**src/rtl/button_processor.sv**
```systemverilog
// Multi-channel button front end: synchronizer, tick-based debouncer, press/release edges,
// long-press detection and optional per-channel auto-repeat.
module button_processor #(
    parameter int unsigned      WIDTH          = 4,
    parameter int unsigned      SAMPLE_CNT_MAX = 62500,
    parameter int unsigned      PULSE_CNT_MAX  = 200,
    parameter int unsigned      HOLD_TICKS     = 2500,
    parameter int unsigned      REPEAT_TICKS   = 500,
    parameter logic [WIDTH-1:0] REPEAT_EN      = '0
) (
    input  logic             clk,
    input  logic             rst_n,
    input  logic [WIDTH-1:0] in,
    output logic [WIDTH-1:0] level,
    output logic [WIDTH-1:0] press,
    output logic [WIDTH-1:0] release_p,
    output logic [WIDTH-1:0] long_press,
    output logic [WIDTH-1:0] repeat_p
);

    localparam int unsigned SW   = $clog2(SAMPLE_CNT_MAX);
    localparam int unsigned PW   = $clog2(PULSE_CNT_MAX + 1);
    localparam int unsigned HMAX = (HOLD_TICKS > REPEAT_TICKS) ? HOLD_TICKS : REPEAT_TICKS;
    localparam int unsigned HW   = $clog2(HMAX + 1);

    localparam logic [SW-1:0] SAMPLE_LAST = SW'(SAMPLE_CNT_MAX - 1);
    localparam logic [SW-1:0] S_ONE       = SW'(1);
    localparam logic [PW-1:0] PULSE_MAX   = PW'(PULSE_CNT_MAX);
    localparam logic [PW-1:0] P_ONE       = PW'(1);
    localparam logic [HW-1:0] HOLD_LAST   = HW'(HOLD_TICKS - 1);
    localparam logic [HW-1:0] REP_LAST    = HW'(REPEAT_TICKS - 1);
    localparam logic [HW-1:0] H_ONE       = HW'(1);

    typedef enum logic [1:0] {StIdle, StPressed, StHeld} state_e;

    logic [WIDTH-1:0] r_sync1;
    logic [WIDTH-1:0] r_sync2;
    logic [SW-1:0]    r_scnt;
    logic             w_tick;

    always_ff @(posedge clk or negedge rst_n) begin
        if (!rst_n) begin
            r_sync1 <= '0;
            r_sync2 <= '0;
            r_scnt  <= '0;
        end else begin
            r_sync1 <= in;
            r_sync2 <= r_sync1;
            r_scnt  <= w_tick ? '0 : r_scnt + S_ONE;
        end
    end

    assign w_tick = (r_scnt == SAMPLE_LAST);

    for (genvar i = 0; i < WIDTH; i++) begin : g_ch
        logic [PW-1:0] r_pcnt;
        logic [HW-1:0] r_hcnt;
        state_e        r_state;
        logic          r_lvl;
        logic          r_lvl_d;
        logic          r_press;
        logic          r_rel;
        logic          r_long;
        logic          r_rep;

        always_ff @(posedge clk or negedge rst_n) begin
            if (!rst_n) begin
                r_pcnt  <= '0;
                r_hcnt  <= '0;
                r_state <= StIdle;
                r_lvl   <= 1'b0;
                r_lvl_d <= 1'b0;
                r_press <= 1'b0;
                r_rel   <= 1'b0;
                r_long  <= 1'b0;
                r_rep   <= 1'b0;
            end else begin
                if (!r_sync2[i]) begin
                    r_pcnt <= '0;
                end else if (w_tick && (r_pcnt != PULSE_MAX)) begin
                    r_pcnt <= r_pcnt + P_ONE;
                end
                r_lvl   <= (r_pcnt == PULSE_MAX);
                r_lvl_d <= r_lvl;
                r_press <= r_lvl & ~r_lvl_d;
                r_rel   <= ~r_lvl & r_lvl_d;
                r_long  <= 1'b0;
                r_rep   <= 1'b0;
                // A release always wins over a terminal count in the same cycle.
                if (!r_lvl) begin
                    r_state <= StIdle;
                    r_hcnt  <= '0;
                end else begin
                    case (r_state)
                        StIdle: begin
                            r_state <= StPressed;
                            r_hcnt  <= '0;
                        end
                        StPressed: begin
                            if (w_tick) begin
                                if (r_hcnt == HOLD_LAST) begin
                                    r_long  <= 1'b1;
                                    r_hcnt  <= '0;
                                    r_state <= StHeld;
                                end else begin
                                    r_hcnt <= r_hcnt + H_ONE;
                                end
                            end
                        end
                        StHeld: begin
                            if (w_tick && REPEAT_EN[i]) begin
                                if (r_hcnt == REP_LAST) begin
                                    r_rep  <= 1'b1;
                                    r_hcnt <= '0;
                                end else begin
                                    r_hcnt <= r_hcnt + H_ONE;
                                end
                            end
                        end
                        default: begin
                            r_state <= StIdle;
                            r_hcnt  <= '0;
                        end
                    endcase
                end
            end
        end

        assign level[i]      = r_lvl;
        assign press[i]      = r_press;
        assign release_p[i]  = r_rel;
        assign long_press[i] = r_long;
        assign repeat_p[i]   = r_rep;
    end

endmodule

```
**config.mk**
```make
export PLATFORM = sky130hd
export DESIGN_NAME = button_processor
export DESIGN_NICKNAME = d
export VERILOG_FILES = /design/src/rtl/button_processor.sv
export SDC_FILE = /design/constraint.sdc
export NUM_CORES = 1
export LEC_CHECK = 0
export BUFFER_PORTS_ARGS = -buffer_cell sky130_fd_sc_hd__buf_2
export CORE_ASPECT_RATIO = 0.6
export CORE_MARGIN = 10
export CORE_UTILIZATION = 50
export DETAILED_ROUTE_END_ITERATION = 10
export PLACE_DENSITY = 0.76
export SLEW_MARGIN = 20
export SYNTH_ARGS = -nofsm -noshare
export SYNTH_HDL_FRONTEND = slang
export SYNTH_SLANG_ARGS = --single-unit
```
**constraint.sdc**
```tcl
create_clock -name clk -period 2.8 [get_ports clk]
set_input_delay 0.14 -clock clk [delete_from_list [all_inputs] [get_ports clk]]
set_output_delay 0.14 -clock clk [all_outputs]
set_load 0.05 [all_outputs]
```
==> flow_metrics.env <==
export IMPL_outcome="completed"
export IMPL_gp_congestion=0.9023
export IMPL_cts_tree="done"
export IMPL_clock_sinks=132
export IMPL_io_pins=26
export IMPL_die_x_um=167.2
export IMPL_crit_chain="ha_1 > nor4b_4 > and4_1 > o21ai_1 > o21ai_0 > o31ai_1"
export IMPL_syn_inst=659
export IMPL_num_vias=5030
export IMPL_period_minus_slack_ns=2.389
export IMPL_cp_slowest_stage_delay_ns=0.48
export IMPL_antenna_found_initial=0
export IMPL_fp_dieH_um=108.3
export IMPL_htree_levels=4
export IMPL_maxSlewHeadroom=0.4487
export IMPL_firstDrtPassIters=5
export IMPL_antenna_left=0
export IMPL_io_buffers=21
export IMPL_cp_required_ns=3.08
export IMPL_crit_path_start_kind="flop"
export IMPL_pre_cts_ws_ns=0.4436
export IMPL_leakagePower_nw=3.205
export IMPL_min_path_type="input pin to async pin"
export IMPL_grt_use_total=0.1593
export IMPL_critPathArrivalTime_ns=2.67
export IMPL_ys_flop_type="dfrtp_1"
export IMPL_vias_per_cell=5.795
export IMPL_rr_worst_depth=6
export IMPL_rsz0062_at_grt="false"
export IMPL_hpwlAfterDp_um=9415
export IMPL_start_util=0.5090
export IMPL_rr_startpoint="r_scnt[0]$_DFF_PN0_"
export IMPL_worst_slack_ns=0.4111
export IMPL_clk_latency_ns=0.42
export IMPL_rrSetupSlack_ns=0.41
export IMPL_finalCritPeriodShare=0.8532
export IMPL_diodes=0
export IMPL_final_cell_mix="132 x dfrtp_1, 71 x nor2_1, 60 x nand2_1, 52 x o21ai_0, 30 x nand3_1"
export IMPL_setup_violations=0
export IMPL_placed_area_mm2=0.006719
export IMPL_cp_buffers_inverters=0
export IMPL_core_area_mm2=0.01277
export IMPL_avgSynthCellArea_um2=9.865
export IMPL_area_growth_synth_to_final_pct=13.05
export IMPL_final_area_mm2=0.007350
export IMPL_fin_nets=704
export IMPL_rr_endpoint="g_ch[2].r_hcnt[11]$_DFFE_PN0P_"
export IMPL_drt_iter0_drc=397
export IMPL_grt_overflow=0
export IMPL_grt_max_degree=51
export IMPL_die_area_mm2=0.01811
export IMPL_worstPathMaxFanout=12
export IMPL_wirelength_um=13790
export IMPL_final_setup_tns_ns=0
export IMPL_synth_warnings=0
export IMPL_p_per_area_mw_per_mm2=565.1
export IMPL_drv_slew=0
export IMPL_yosysSeqAreaShare=0.5081
export IMPL_cts_root_buffer="clkbuf_16"
export IMPL_max_clock_path_buffers=2
export IMPL_path_delay_family="simple AND/OR/NAND/NOR gates"
export IMPL_worst_slew_pin_slew_ns=0.8214
export IMPL_grt_first_pass_wirelength_um=24090
export IMPL_layout_commonest_cell="dfrtp_1"
export IMPL_rows=32
export IMPL_critPathKind="flop to flop"
export IMPL_slowest_stage="and4_1"
export IMPL_end_kind="flop"
export IMPL_syn_area_mm2=0.006501
export IMPL_ys_ff_latch=132
export IMPL_maxCapViolCount=0
export IMPL_cts_resized=0
export IMPL_vdd_drop_max_v=0.0003286
export IMPL_drcViolationCount=0
export IMPL_post_cts_buffers=0
export IMPL_grt_pass1_vias=4977
export IMPL_synthDistinctLibCells=52
export IMPL_power_total_mw=4.154
export IMPL_yosysTopAreaCell="dfrtp_1"
export IMPL_synthTopCellsByArea="dfrtp_1 51%, nor2_1 4.1%, o21ai_0 4.0%, xnor2_1 3.6%, nand2_1 3.5%"
export IMPL_clock_fmax_ghz=0.4186
export IMPL_drive_gt1_frac=0.1032
export IMPL_synth_edf_count=0
export IMPL_async_flop_share=1.000
export IMPL_detail_route_wl_per_cell_um=15.89
export IMPL_finalHoldViolations=0
export IMPL_clock_skew_ns=0.008991
export IMPL_numCtsBuffers=17
export IMPL_synth_top_area_frac=0.5081
export IMPL_clkTransAtPathRegs_ns=0.06
flip-flops by register name, indices dropped and copies added (netlist names), 8 cells and up:
register,count
g_ch.r_hcnt,48
r_scnt,16
g_ch.r_pcnt,32
g_ch.r_state,8
worst register-to-register path, stage by stage, from the launching register on:
cell,delay [ns]
dfrtp_1,0.39
ha_1,0.24
nor4b_4,0.38
and4_1,0.48
o21ai_1,0.38
o21ai_0,0.28
o31ai_1,0.12
how the worst max path moves through the flow:
stage,from,end,slack [ns],cells past startpoint
6_report,r_scnt[0]$_DFF_PN0_,g_ch[2].r_hcnt[11]$_DFFE_PN0P_,0.41,6
3_3_place_gp,r_scnt[0]$_DFF_PN0_,g_ch[2].r_hcnt[8]$_DFFE_PN0P_,0.55,6
3_5_place_dp,r_scnt[0]$_DFF_PN0_,g_ch[2].r_hcnt[8]$_DFFE_PN0P_,0.44,6
5_1_grt,r_scnt[0]$_DFF_PN0_,g_ch[2].r_hcnt[4]$_DFFE_PN0P_,0.25,6
2_1_floorplan,g_ch[3].r_hcnt[0]$_DFFE_PN0P_,g_ch[3].r_hcnt[0]$_DFFE_PN0P_,0.73,5
4_1_cts,r_scnt[0]$_DFF_PN0_,g_ch[0].r_hcnt[11]$_DFFE_PN0P_,0.43,7
through the flow:
step           hold slack, ns  utilization  std cells
5_1_grt                0.3116       0.5754        868
2_1_floorplan         -0.1556            -        662
6_report               0.2602       0.5754        868
3_3_place_gp           0.1529       0.5261        831
4_1_cts                0.2689       0.5754        868
3_5_place_dp           0.1686       0.5261        831
repair_timing:
action,in CTS,in global routing
endpoints found under the setup margin,0,0
hold buffers,5,0
hold endpoints to repair,44,0
routing by layer:
| layer | vias up | GRT usage | part of all wire | routed length [um] |
|---|---|---|---|---|
| met2 | 165 | 0.2455 | 0.45 | 6266 |
| met1 | 2480 | 0.2150 | 0.47 | 6488 |
| met3 | 10 | 0.05036 | 0.069 | 955 |
| met5 | - | 0 | 0 | 0 |
| li1 | 2375 | - | - | - |
| met4 | 0 | 0.04084 | 0.0059 | 82 |
synth_stat cells (all sizes together) (4+ instances only):
| library cell | count |
|---|---|
| a31oi | 16 |
| nor4b | 4 |
| nor2 | 72 |
| buf | 26 |
| nor3 | 8 |
| nor2b | 17 |
| xnor2 | 27 |
| a21boi | 6 |
| o2111ai | 4 |
| and4 | 6 |
| nand3 | 30 |
| or4b | 5 |
| xor2 | 16 |
| clkbuf | 7 |
| dfrtp | 132 |
| o31ai | 9 |
| nand4 | 20 |
| or3 | 6 |
| o21a | 4 |
| nand2b | 8 |
| ha | 13 |
| inv | 17 |
| and3 | 10 |
| nand2 | 60 |
| o21ai | 59 |
| a21oi | 13 |
| nor4 | 8 |
| and2 | 27 |
where the power goes:
part / switching (mW) / internal, mW
Clock: 0.796 / 1.37
Combinational: 0.0502 / 0.0137
Sequential: 0.00602 / 1.91
Total: 0.852 / 3.30
cells by family (layout without fill, tap and decap cells):
group	after synthesis	count (layout)	synth area share
flops	132	132	0.5081
xor+xnor	43	43	0.05793
simple gates	293	293	0.2435
other cells	1	4	0.0005768
compound gates	126	126	0.1212
fa+ha+maj	13	13	0.02502
mux	1	1	0.001732
buf+inv	50	86	0.04196
layout make-up:
class	count	area (um2)
Timing Repair Buffer	37	252.7
Tap cell	170	212.7
Multi-Input combinational cell	480	2937
Sequential cell	132	3303
Fill cell	1056	5423
Clock inverter	9	102.6
Clock buffer	23	478.0
Inverter	17	63.81
No activity file was read; power rests on OpenSTA's default activity.
